==> config.mk <==
export PLATFORM = sky130hd
export DESIGN_NAME = regbank_wb_scheduler
export DESIGN_NICKNAME = d
export VERILOG_FILES = /design/src/rtl/cpu_pkg.sv /design/src/rtl/wb_rr_arbiter.sv /design/src/rtl/regbank_wb_scheduler.sv
export SDC_FILE = /design/constraint.sdc
export NUM_CORES = 1
export LEC_CHECK = 0
export ABC_AREA = 1
export CORE_ASPECT_RATIO = 1.5
export CORE_MARGIN = 2
export CORE_UTILIZATION = 45
export CTS_CLUSTER_DIAMETER = 60
export DETAILED_ROUTE_END_ITERATION = 10
export PLACE_DENSITY_LB_ADDON = 0.25
export SLEW_MARGIN = 25
export SYNTH_ARGS = -nofsm -noshare
export SYNTH_HDL_FRONTEND = slang
export SYNTH_SLANG_ARGS = --single-unit
==> constraint.sdc <==
create_clock -name clk -period 2.6 [get_ports clk]
set_input_delay 0.52 -clock clk [delete_from_list [all_inputs] [get_ports clk]]
set_output_delay 0.52 -clock clk [all_outputs]
set_load 0.05 [all_outputs]
==> src/rtl/cpu_pkg.sv <==
// Shared constants for the register-bank write-back path.
//   NREG        number of architectural registers
//   AW / DW     register address / data widths
//   NOWB_OPCODE opcode that never writes a register
//   RR_ALU/MEM  round-robin pointer encodings (pointer names the next contended winner)
package cpu_pkg;

  localparam int NREG = 16;
  localparam int AW   = 4;
  localparam int DW   = 32;

  localparam logic [3:0] NOWB_OPCODE = 4'b1111;

  localparam logic RR_ALU = 1'b0;
  localparam logic RR_MEM = 1'b1;

endpackage

==> src/rtl/wb_rr_arbiter.sv <==
// Two-way round-robin arbiter for the register-bank write port.
//   clk, reset            clock, async active-high reset
//   alu_valid, mem_valid  write-back requests
//   alu_grant, mem_grant  one-cycle grants (at most one high)
// The pointer only moves on a contended cycle and then points at the loser,
// so an uncontested requester never steals the other one's turn.
module wb_rr_arbiter
  import cpu_pkg::*;
(
  input  logic clk,
  input  logic reset,
  input  logic alu_valid,
  input  logic mem_valid,
  output logic alu_grant,
  output logic mem_grant
);

  logic rr_ptr;

  always_comb begin
    alu_grant = alu_valid && (!mem_valid || rr_ptr == RR_ALU);
    mem_grant = mem_valid && (!alu_valid || rr_ptr == RR_MEM);
  end

  always_ff @(posedge clk or posedge reset) begin
    if (reset) begin
      rr_ptr <= RR_ALU;
    end else if (alu_valid && mem_valid) begin
      rr_ptr <= ~rr_ptr;
    end
  end

endmodule

==> src/rtl/regbank_wb_scheduler.sv <==
// Write-back scheduler and hazard scoreboard for the register bank.
//   issue_*        decode-stage instruction; issue_stall holds it back
//   alu_*, mem_*   write-back requesters (valid/ready handshake)
//   wb_we/dest/din registered write port into the bank
//   busy           per-register "write outstanding" scoreboard
//   sb_error       sticky flag: a write-back hit a register that was not busy
// Stall decisions look only at registered busy. A grant clears its busy bit on
// the same edge the write strobe rises, so a dependent instruction can issue
// in the cycle the bank is written and read the new value afterwards.
module regbank_wb_scheduler #(
  parameter int         NREG        = cpu_pkg::NREG,
  parameter int         AW          = cpu_pkg::AW,
  parameter int         DW          = cpu_pkg::DW,
  parameter logic [3:0] NOWB_OPCODE = cpu_pkg::NOWB_OPCODE
) (
  input  logic            clk,
  input  logic            reset,
  input  logic            issue_valid,
  input  logic [3:0]      issue_opcode,
  input  logic [AW-1:0]   issue_dest,
  input  logic [AW-1:0]   issue_srcadd1,
  input  logic [AW-1:0]   issue_srcadd2,
  output logic            issue_stall,
  input  logic            alu_valid,
  output logic            alu_ready,
  input  logic [AW-1:0]   alu_dest,
  input  logic [DW-1:0]   alu_data,
  input  logic            mem_valid,
  output logic            mem_ready,
  input  logic [AW-1:0]   mem_dest,
  input  logic [DW-1:0]   mem_data,
  output logic            wb_we,
  output logic [AW-1:0]   wb_dest,
  output logic [DW-1:0]   wb_din,
  output logic [NREG-1:0] busy,
  output logic            sb_error
);

  logic            grant;
  logic            issue_accept;
  logic [AW-1:0]   win_dest;
  logic [DW-1:0]   win_data;
  logic [NREG-1:0] set_mask;
  logic [NREG-1:0] clr_mask;

  wb_rr_arbiter u_arb (
    .clk       (clk),
    .reset     (reset),
    .alu_valid (alu_valid),
    .mem_valid (mem_valid),
    .alu_grant (alu_ready),
    .mem_grant (mem_ready)
  );

  always_comb begin
    issue_stall  = issue_valid &&
                   (busy[issue_srcadd1] || busy[issue_srcadd2] ||
                    (issue_opcode != NOWB_OPCODE && busy[issue_dest]));
    issue_accept = issue_valid && !issue_stall;

    grant    = alu_ready || mem_ready;
    win_dest = alu_ready ? alu_dest : mem_dest;
    win_data = alu_ready ? alu_data : mem_data;

    set_mask = '0;
    if (issue_accept && issue_opcode != NOWB_OPCODE) begin
      set_mask = {{(NREG-1){1'b0}}, 1'b1} << issue_dest;
    end

    clr_mask = '0;
    if (grant) begin
      clr_mask = {{(NREG-1){1'b0}}, 1'b1} << win_dest;
    end
  end

  // Set is applied after clear so a forced same-bit collision leaves it busy.
  always_ff @(posedge clk or posedge reset) begin
    if (reset) begin
      busy     <= '0;
      wb_we    <= 1'b0;
      wb_dest  <= '0;
      wb_din   <= '0;
      sb_error <= 1'b0;
    end else begin
      busy  <= (busy & ~clr_mask) | set_mask;
      wb_we <= grant;
      if (grant) begin
        wb_dest <= win_dest;
        wb_din  <= win_data;
        if (!busy[win_dest]) begin
          sb_error <= 1'b1;
        end
      end
    end
  end

endmodule

Word level (Yosys, flattened, before mapping)
Index checks and enable logic that the tools add are counted.
W data, S select, Z words.
- output and inout port bits: 57
- word-level logic and storage cells: 46
- register bits after elaboration: 55
- $lt $le $gt $ge: 4
- muxes and demuxes: 12
- equal/unequal tests: 1
- reductions and logical operators: 16
- shift operators: 2
- bitwise operators: 5
- operators with widths (cell ; number):
    $mux W16 ; 2
    $mux W32 ; 1
    $shl A1 B4 Y16 const A ; 2
    $lt A4 B5 Y1 const B ; 4
    $and A16 B16 Y16 ; 1
    $bmux W1 S4 ; 4
    $not A16 Y16 ; 1
    $or A16 B16 Y16 ; 1
    $logic_and A1 B1 Y1 ; 7
    $logic_or A1 B1 Y1 ; 5
    $mux W1 ; 4
    $mux W4 ; 1
    $ne A4 B4 Y1 const B ; 1
    $logic_not A1 Y1 ; 3
    $not A1 Y1 ; 2
    $reduce_and A2 Y1 ; 1

Longest topological paths before layout
Gate-level depths: netlist (run 1).
- depth after elaboration: 10
- gate-level depth with buffers: 12
- gate-level depth less buffers: 11

Hierarchy
A second synthesis (run 1) with hierarchy kept.
- cell total of the unflattened synthesis: 493
- area total of the unflattened synthesis: 3380.7 µm²
- modules (own cells, without submodules) (module ; area an instance (µm²) ; times used ; cells each):
    regbank_wb_scheduler ; 3316.9 ; 1 ; 484
    wb_rr_arbiter ; 63.8 ; 1 ; 9

Worst setup path after synthesis (run 1)
OpenSTA, ideal clock, no wires.
- path kind: reg2out
- start: register busy[11]
- end: output issue_stall
- data arrival time: 2143 ps
- data required time: 2080 ps
- buffers on the path: 1
- slack: -63 ps
- cell stages (with the launch flop): 10
- cell sequence: dfrtp_1 nand2_1 nand2_1 nand2_1 nand3_1 nand3_1 nand2_1 nand2_2 buf_4 a21oi_1
- longest elaborated chain between the ends: 5
- elaborated cells between the ends (all ways): 10
- classes of those cells: mux: 6; reduce/logical: 4
- RTL lines (element ; RTL line ; text):
    start: declaration ; regbank_wb_scheduler.sv:35 ; output logic [NREG-1:0] busy,
    start signal: assignment ; regbank_wb_scheduler.sv:85 ; busy <= (busy & ~clr_mask) | set_mask;
    $bmux W1 S4, on equally long branches ; regbank_wb_scheduler.sv:57, regbank_wb_scheduler.sv:58 ;
    $mux W1, on equally long branches ; regbank_wb_scheduler.sv:57, regbank_wb_scheduler.sv:58 ;
    $logic_or A1 B1 Y1 or $logic_and A1 B1 Y1 (tied branches) ; regbank_wb_scheduler.sv:57, regbank_wb_scheduler.sv:58 ;
    $logic_or A1 B1 Y1 * ; regbank_wb_scheduler.sv:57 ; (busy[issue_srcadd1] || busy[issue_srcadd2] ||
    $logic_and A1 B1 Y1 * ; regbank_wb_scheduler.sv:56 ; issue_stall = issue_valid &&
    end: declaration ; regbank_wb_scheduler.sv:23 ; output logic issue_stall,
Mark *: on every way between the ends. The rest lies on a longest branch, timed or not. The select of a mux whose other input is x is not followed.

Worst setup path after layout (run 1)
- start: input issue_dest[1]
- end: output issue_stall
- longest elaborated chain between the ends: 5
- RTL lines (element ; RTL line ; text):
    start: declaration ; regbank_wb_scheduler.sv:20 ; input logic [AW-1:0] issue_dest,
    $bmux W1 S4 ; regbank_wb_scheduler.sv:58 ; (issue_opcode != NOWB_OPCODE && busy[issue_dest]));
    $mux W1 (implied by the code) ; regbank_wb_scheduler.sv:58 ;
    $logic_and A1 B1 Y1 ; regbank_wb_scheduler.sv:58 ;
    $logic_or A1 B1 Y1 ; regbank_wb_scheduler.sv:57 ;
    $logic_and A1 B1 Y1 ; regbank_wb_scheduler.sv:56 ;
Every way passes these cells. The select of a mux whose other input is x is not followed.

==> flow_summary.json, run 1 <==
{
  "outcome": "complete, no violations",
  "die_w_um": 74.3,
  "setup_violations": 0,
  "grt_overflow": 0,
  "drtIter0Drc": 244,
  "fill_cells": 593,
  "ys_top_cells_by_area": "dfrtp_1 41%, nand2_1 18%, nand3_1 7.2%",
  "synth_top_area_share_pct": 41.3,
  "min_from": "sb_error",
  "worst_path_largest_cell_delay_ps": 470,
  "cts_buffers": 5,
  "num_vias": 3982,
  "synthDistinctLibCells": 24,
  "drcViolationCount": 0,
  "slowest_stage": "clkdlybuf4s50_1",
  "synthToLayoutAreaGrowth_pct": 55.1,
  "required_ps": 2080,
  "post-route-util_pct": 71.6,
  "fin_ws_ps": 151,
  "period_share_pct": 94.2,
  "start_util_pct": 46.1,
  "tritoncts": "yes",
  "cts_max_level": 2,
  "cpMostUsedCell": "nand3_1",
  "synth-edff-count": 0,
  "rsz0062_at_grt": "no",
  "hold_violations": 0,
  "synth_area_um2": 3330,
  "ys_ff_latch": 55,
  "regToRegStartpoint": "u_arb.rr_ptr",
  "critical_path_class": "in2out",
  "max_freq_mhz": 408,
  "startpoint_type": "primary input",
  "numPortBuffers": 149,
  "post_drt_wl_per_cell_um": 15.4,
  "clock_sinks": 55,
  "die-area_um2": 8130,
  "worstPathMaxFanout": 7,
  "first_pass_iters": 5,
  "hold_buffers": 0,
  "yosysTopAreaCell": "dfrtp_1",
  "yosys-top-cells-count": "164 x nand2_1, 55 x dfrtp_1, 48 x nand3_1",
  "cts_root_buffer": "clkbuf_8",
  "avgSynthCellArea_um2": 6.85,
  "vdd_drop_max_uv": 490,
  "whs_ps": 489,
  "crit_chain": "clkdlybuf4s50_1 -> inv_1 -> nand3_1 -> nand4_1 -> nand3_1 -> nand2_1 -> nand2_2 -> a21oi_4 -> buf_12",
  "grt_pass1_wl_um": 18100,
  "slew_headroom_pct": 39.8,
  "final_antenna_net_count": 0,
  "worstPathArrival_ps": 1930,
  "dp_hpwl_um": 8590,
  "viasPerCell": 5.36,
  "p_leak_uw": 0.00231,
  "clock_latency_ps": 320,
  "fin_skew_ps": 11.3,
  "yosys_warnings": 0,
  "totalWireLength_um": 11500,
  "maxCapViolCount": 0,
  "hold_path_class": "reg2reg",
  "num_rows": 38,
  "maxSlewViolCount": 0,
  "ys_async_sr_fraction_pct": 100,
  "io_pins": 150,
  "crit_path_start": "issue_dest[1]",
  "netlist_instances": 487,
  "cts_max_path_buffers": 2,
  "place.gp.congestion": 0.877,
  "fin_crit_ps": 2450,
  "grt_max_degree": 40,
  "cellPowerDensity_nw_per_um2": 634,
  "worst_pin_slew_ps": 900,
  "cts.clk_slew.worst_paths_ps": 90,
  "track_usage_pct": 28.7,
  "synth_nets": 580,
  "multiInputGateArea_um2": 1760,
  "core_um2": 7230,
  "antenna_found_initial": 0,
  "grt_pass1_vias": 3919,
  "nets": 735,
  "synth_most_common_cell": "nand2_1",
  "ys_seq_area_share_pct": 41.3,
  "diodes": 0,
  "drive_gt1_share_pct": 8.55,
  "place_ws_ps": -62.2,
  "synth_ff_type": "dfrtp_1",
  "critPathCaptureType": "output pin",
  "regArea_um2": 1380,
  "die_h_um": 109
}
[where the power goes]
part           internal, µW  total, µW  switching [µW]
clock                   219        510             291
sequential              992       1200             206
combinational           587       1570             981
total                  1800       3280            1480
[worst max-delay path: cells and delay by family]
| kind | cells | cell delay, ps |
|---|---|---|
| buf+inv | 3 | 820 |
| compound gates | 1 | 170 |
| simple gates | 5 | 420 |
[final cells by class]
class | count | share of cell area (%)
timing repair buffer | 170 | 33.1
tap | 100 | 2.42
inverter | 26 | 2.03
multi-input combinational | 384 | 34.0
clock inverter | 1 | 0.169
sequential | 55 | 26.6
clock buffer | 7 | 1.67
[worst paths after layout]
kind / to / slack (ps) / cells past startpoint
setup / recovery: issue_stall / 150 / 9
hold / removal: sb_error / 490 / 2
setup reg to reg: sb_error / 840 / 10
hold reg to reg: sb_error / 490 / 2
max in group asynchronous: wb_din[26] / 1490 / 3
min in group asynchronous: wb_din[16] / 550 / 2
[registers in the layout, indices dropped and copies added, names as in the netlist]
signal        flops
wb_din           32
u_arb.rr_ptr      1
busy             16
wb_we             1
wb_dest           4
sb_error          1
[cells by family (layout without fill, tap and decap cells)]
logic type / count (synthesis) / after routing / synth area share [%]
AND/OR/NAND/NOR: 295 / 295 / 38.4
buffers and inverters: 48 / 204 / 6.53
flip-flops: 55 / 55 / 41.3
AO/OA/AOI/OAI: 89 / 89 / 13.8
[through the flow]
stage / setup TNS [ps] / area [µm²] / power (µW) / cells
6_report: 0 / 5170 / 3280 / 743
5_1_grt: 0 / 5170 / 3420 / 743
4_1_cts: 0 / 5150 / 3270 / 741
3_5_place_dp: -62.2 / 5030 / 2750 / 732
3_3_place_gp: -28.7 / 5030 / 2720 / 732
2_1_floorplan: 0 / 3340 / 2100 / 487
[placed cells by master (no fill, tap or decap), drive strengths merged, types with 3 or more instances in the layout]
cell           synthesis  final
o21ai                 55     55
nand4                 18     18
clkdlybuf4s50          0    142
nand3                 49     49
dfrtp                 55     55
nor3                  16     16
clkinv                 2      3
clkbuf                11      7
nand2                172    172
dlymetal6s2s           0      3
buf                   11     24
nor2                  39     39
inv                   24     24
a21oi                 33     33
[layer usage]
layer	global-route usage, %	share of wire (%)	wire length, µm	vias to the layer above
li1	-	-	-	1923
met5	0	0	0	-
met3	7.33	8.4	965	35
met2	52.6	53	6030	187
met1	30.2	35	3960	1837
met4	12.6	4.3	498	0
[timing repair]
action                                  in CTS  in global routing
endpoints found under the hold margin        0                  0
pin swaps                                    0                  0
gates cloned                                 0                  2
resized for setup                            4                  5
endpoints found under the setup margin       1                  1
buffers inserted                             1                  0
Power figures use the tool's default switching activity.
==> inputs of run 2 (changes only) <==
--- a/config.mk
+++ b/config.mk
@@ -6,10 +6,11 @@
 export NUM_CORES = 1
 export LEC_CHECK = 0
 export ABC_AREA = 1
+export CAP_MARGIN = 15
 export CORE_ASPECT_RATIO = 1.5
-export CORE_MARGIN = 2
 export CORE_UTILIZATION = 45
 export CTS_CLUSTER_DIAMETER = 60
+export CTS_CLUSTER_SIZE = 12
 export DETAILED_ROUTE_END_ITERATION = 10
 export PLACE_DENSITY_LB_ADDON = 0.25
 export SLEW_MARGIN = 25
==> run 2 against run 1 <==
Sequential power is essentially flat. Non-clock buffer count increased by 2. Clock-buffer cell count is 2 lower. Worst setup slack got worse by 97 ps. Cell area grew 0.44%. Combinational power barely moved. Clock power shrank 4.1%. Register-to-register slack got worse by 80 ps. Maximum frequency decreased by 3.8%. Clock skew decreased by 5.0 ps. Worst hold slack worse by 2.6 ps. Cell count up 0.27%. Critical endpoint unchanged. Largest cell class unchanged.
==> flow_summary.json, run 2 (synthesis results as in run 1) <==
{
  "outcome": "complete, no violations",
  "wl_met2_um": 5860,
  "drt-met1-wl_um": 4110,
  "setup_violations": 0,
  "min_from": "sb_error",
  "cp_top_family": "buffers and inverters",
  "cts_root_buffer": "clkbuf_8",
  "clock_latency_ps": 320,
  "path_buf_inv": 4,
  "p_leak_uw": 0.00233,
  "finalSetupTns_ps": 0,
  "cts_buffers": 5,
  "viasPerCell": 5.32,
  "reg.largest.list": "wb_din x32, busy x16, wb_dest x4",
  "layout_common_cells": "160 x nand2_1, 142 x clkdlybuf4s50_1, 55 x dfrtp_1, 46 x nand3_1",
  "critical_path_class": "in2out",
  "drive_gt1_share_pct": 9.77,
  "drtIter0Drc": 204,
  "fin_cells": 745,
  "tritoncts": "yes",
  "period_share_pct": 97.9,
  "regToRegStartpoint": "u_arb.rr_ptr",
  "worstPathArrival_ps": 2030,
  "start_util_pct": 46.4,
  "whs_ps": 487,
  "fin_skew_ps": 6.35,
  "cts_max_path_buffers": 2,
  "cts_max_level": 2,
  "crit_path_start": "issue_srcadd2[1]",
  "max_freq_mhz": 393,
  "crit_chain": "clkdlybuf4s50_1 -> inv_1 -> nand3_1 -> nand3_1 -> nand2_1 -> nand2_1 -> nand2_2 -> nor2_4 -> buf_12 -> a21oi_4 -> buf_12",
  "dp.cells": 734,
  "worst_path_largest_cell_delay_ps": 510,
  "synthToLayoutAreaGrowth_pct": 55.8,
  "slowest_stage": "clkdlybuf4s50_1",
  "grt_pass1_wl_um": 18700,
  "core_um2": 7180,
  "wl_met3_um": 772,
  "num_vias": 3964,
  "largest_register": "wb_din",
  "required_ps": 2080,
  "critPathCaptureType": "output pin",
  "startpoint_type": "primary input",
  "cellPowerDensity_nw_per_um2": 629,
  "vdd_drop_max_uv": 431,
  "place.gp.congestion": 0.895,
  "maxCapViolCount": 0,
  "numPortBuffers": 149,
  "slew_headroom_pct": 37.9,
  "final_common_cell": "nand2_1",
  "fin_crit_ps": 2550,
  "track_usage_pct": 31.1,
  "final_antenna_net_count": 0,
  "hold_violations": 0,
  "grt_pass1_vias": 3995,
  "die-area_um2": 7770,
  "die_w_um": 72.3,
  "hold_path_class": "reg2reg",
  "cts.clk_slew.worst_paths_ps": 100,
  "clock_sinks": 55,
  "dp_hpwl_um": 8370,
  "diodes": 0,
  "largest_reg_flops": 32,
  "highest_layer": "met4",
  "die_h_um": 107,
  "nets": 737,
  "totalWireLength_um": 11300,
  "first_pass_iters": 5,
  "worstPathMaxFanout": 4,
  "hold_buffers": 0,
  "grt_max_degree": 33,
  "antenna_found_initial": 0,
  "worst_pin_slew_ps": 928,
  "post_drt_wl_per_cell_um": 15.1,
  "maxSlewViolCount": 0,
  "num_rows": 38,
  "grt_overflow": 0,
  "io_pins": 150,
  "drcViolationCount": 0
}
==> run 2: cell count changes in the layout (fill, tap and decap cells not counted), sizes merged <==
cell / change
buf: +2
clkbuf: -2
clkinv: +1
inv: +1
==> run 2: layout make-up <==
cell class | count | area (µm²)
sequential | 55 | 1380
fill | 586 | 1990
clock inverter | 3 | 18.8
timing repair buffer | 172 | 1730
multi-input combinational | 384 | 1770
clock buffer | 5 | 68.8
inverter | 26 | 103
tap | 100 | 125
==> run 2: timing repair <==
action | in CTS | in global routing
cloned | 0 | 2
endpoints found under the hold margin | 0 | 0
gates resized for setup | 5 | 8
setup buffers | 1 | 0
endpoints found under the setup margin | 1 | 1
==> run 2: stage by stage <==
step	power [µW]	cell area (µm²)	util, %	setup slack, ps
CTS	3260	5160	71.9	21.7
floorplan	2100	3340	-	248
finish	3270	5190	72.3	54.0
global route	3450	5190	72.3	-1.25
global placement	2730	5050	70.3	-47.3
detailed placement	2760	5050	70.3	-69.3
==> run 2: final timing paths <==
check | to | slack, ps | cells past startpoint
worst max-delay path | issue_stall | 50 | 11
worst min-delay path | sb_error | 490 | 2
worst max register to register | sb_error | 760 | 10
worst min register to register | sb_error | 490 | 2
max in group asynchronous | sb_error | 1460 | 3
min in group asynchronous | wb_din[3] | 580 | 2
==> run 2: worst min-delay path, stage by stage, from the launching register on <==
cell and delay [ps]:
dfrtp_1 350, inv_1 50, nand2_1 60
==> run 2: power by group <==
group | total [µW] | internal (µW) | switching, µW
clock network | 489 | 191 | 298
logic | 1580 | 592 | 989
registers | 1200 | 992 | 205
total | 3270 | 1780 | 1490
==> run 2: per-layer routing <==
| layer | global-route usage, % | vias up |
|---|---|---|
| met5 | 0 | - |
| met4 | 17.4 | 0 |
| met3 | 6.93 | 45 |
| met2 | 54.3 | 170 |
| met1 | 34.2 | 1818 |
| li1 | - | 1931 |
==> inputs of run 3 (changes only) <==
--- a/config.mk
+++ b/config.mk
@@ -7,7 +7,7 @@
 export LEC_CHECK = 0
 export ABC_AREA = 1
 export CAP_MARGIN = 15
-export CORE_ASPECT_RATIO = 1.5
+export CORE_ASPECT_RATIO = 0.7
 export CORE_UTILIZATION = 45
 export CTS_CLUSTER_DIAMETER = 60
 export CTS_CLUSTER_SIZE = 12
==> run 3 against run 2 <==
First-iteration DRC count is 83% higher. Clock-buffer cell count is 2 higher. Worst hold slack worse by 55 ps. Utilization is 1.6 points higher. Largest cell class unchanged. Highest routed layer unchanged. Cell count is 1.1% lower.
==> flow_summary.json, run 3 (synthesis results as in run 1) <==
{
  "largest_register": "wb_din",
  "track_usage_pct": 29.9,
  "grt_max_degree": 48,
  "setup_violations": 0,
  "start_util_pct": 48.0,
  "worstPathMaxFanout": 5,
  "cts_max_level": 2,
  "vdd_drop_max_uv": 388,
  "cts_max_path_buffers": 2,
  "outcome": "complete, no violations",
  "dp_hpwl_um": 8460,
  "grt_pass1_vias": 3718,
  "cts_root_buffer": "clkbuf_8",
  "grt_pass1_wl_um": 18300,
  "num_vias": 4109,
  "worstPathArrival_ps": 2000,
  "critical_path_class": "in2out",
  "drive_gt1_share_pct": 8.55,
  "drcViolationCount": 0,
  "drtIter0Drc": 373,
  "io_pins": 150,
  "hold_buffers": 0,
  "rsz0062_at_grt": "no",
  "layout_common_cells": "163 x nand2_1, 143 x clkdlybuf4s50_1, 55 x dfrtp_1, 48 x nand3_1",
  "fin_ws_ps": 79.3,
  "slowest_stage": "clkdlybuf4s50_1",
  "first_pass_iters": 8,
  "hold_path_class": "in2async",
  "clkPwrFrac_pct": 14.3,
  "grt_overflow": 0,
  "maxSlewViolCount": 0,
  "crit_chain": "clkdlybuf4s50_1 -> inv_1 -> nand3_1 -> nand3_1 -> nand2_1 -> nand2_1 -> nand2_2 -> nor2_4 -> a21oi_4 -> buf_12",
  "clock_sinks": 55,
  "core_um2": 6940,
  "critPathCaptureType": "output pin",
  "viasPerCell": 5.58,
  "pwr-share-seq_pct": 37.1,
  "die-area_um2": 7760,
  "cellPowerDensity_nw_per_um2": 633,
  "die_h_um": 74.0,
  "slew_headroom_pct": 42.4,
  "placedInstanceArea_um2": 5000,
  "antenna_found_initial": 0,
  "numPortBuffers": 149,
  "num_rows": 25,
  "p_switching_uw": 1490,
  "place_ws_ps": -19.4,
  "period_share_pct": 97.0,
  "post-route-util_pct": 73.9,
  "totalWireLength_um": 11700,
  "die_w_um": 105,
  "worst_path_largest_cell_delay_ps": 500,
  "maxCapViolCount": 0,
  "clock_latency_ps": 310,
  "post_drt_wl_per_cell_um": 15.9,
  "max_freq_mhz": 397,
  "final_common_cell": "nand2_1",
  "final_antenna_net_count": 0,
  "hold_violations": 0,
  "required_ps": 2080,
  "cts.clk_slew.worst_paths_ps": 100,
  "nets": 735,
  "place.gp.congestion": 0.856,
  "fill_cells": 537,
  "p_int_uw": 1760,
  "synthToLayoutAreaGrowth_pct": 53.9,
  "reg.largest.list": "wb_din x32, busy x16, wb_dest x4",
  "final_area_um2": 5130,
  "tritoncts": "yes",
  "cts_buffers": 5,
  "fin_crit_ps": 2520,
  "sw_frac_of_total_pct": 45.8,
  "p_leak_uw": 0.00229,
  "combPwrFrac_pct": 48.6,
  "worst_pin_slew_ps": 860,
  "startpoint_type": "primary input",
  "largest_reg_flops": 32,
  "diodes": 0,
  "fin_skew_ps": 4.23
}
run 3: cell types whose count changed in the layout (fill, tap and decap cells not counted), moves of 2 or more:
cell / before / now
nand2_2: 11 / 8
nand2_1: 160 / 163
nand3_2: 2 / 0
nand3_1: 46 / 48
clkbuf_1: 0 / 2
run 3: layer usage:
metal | wire length, µm | track usage [%] | up-vias
li1 | - | - | 1929
met1 | 4790 | 38.0 | 1895
met2 | 5550 | 50.4 | 245
met3 | 1050 | 7.36 | 40
met4 | 323 | 11.1 | 0
met5 | 0 | 0 | -
run 3: worst paths after layout:
check / startpoint / to / slack, ps / cells past startpoint
setup / recovery: issue_srcadd1[1] / issue_stall / 80 / 10
hold / removal: reset / wb_din[21] / 430 / 2
setup reg to reg: busy[0] / busy[7] / 760 / 11
hold reg to reg: wb_din[19] / wb_din[19] / 490 / 2
max in group asynchronous: reset / wb_we / 1660 / 3
min in group clk: wb_din[19] / wb_din[19] / 490 / 2
run 3: power groups by stage:
stage	registers (µW)	logic, µW	clock network, µW
final	1200	1580	465
after global routing	1210	1680	514
after CTS	1190	1560	469
after detailed placement	1210	1550	0
after global placement	1200	1520	0
after floorplan	1620	481	0
run 3: what timing repair did:
action                     CTS  global route
pin swaps                    1             1
gates cloned                 0             2
buffers inserted             1             1
resized for setup            1             7
setup endpoints to repair    1             1
run 3: final cells by class:
cell class | count | area (µm²) | area share [%]
Multi-Input combinational cell | 384 | 1760 | 34.2
Timing Repair Buffer | 170 | 1700 | 33.1
Sequential cell | 55 | 1380 | 26.8
Tap cell | 94 | 118 | 2.29
Inverter | 26 | 103 | 2.00
Clock buffer | 7 | 76.3 | 1.49
Clock inverter | 1 | 5.00 | 0.0975
run 3: stage by stage:
| step | instances | hold slack, ps | TNS [ps] | power, µW |
|---|---|---|---|---|
| CTS | 734 | 433 | 0 | 3220 |
| global placement | 725 | 447 | 0 | 2720 |
| finish | 737 | 431 | 0 | 3250 |
| floorplan | 487 | 518 | 0 | 2100 |
| global route | 737 | 434 | 0 | 3400 |
| detailed placement | 725 | 472 | -19.4 | 2760 |
run 3: critical path: cells and delay by family:
kind | cells | cell delay, ps
buf+inv | 3 | 810
simple gates | 6 | 580
compound gates | 1 | 80
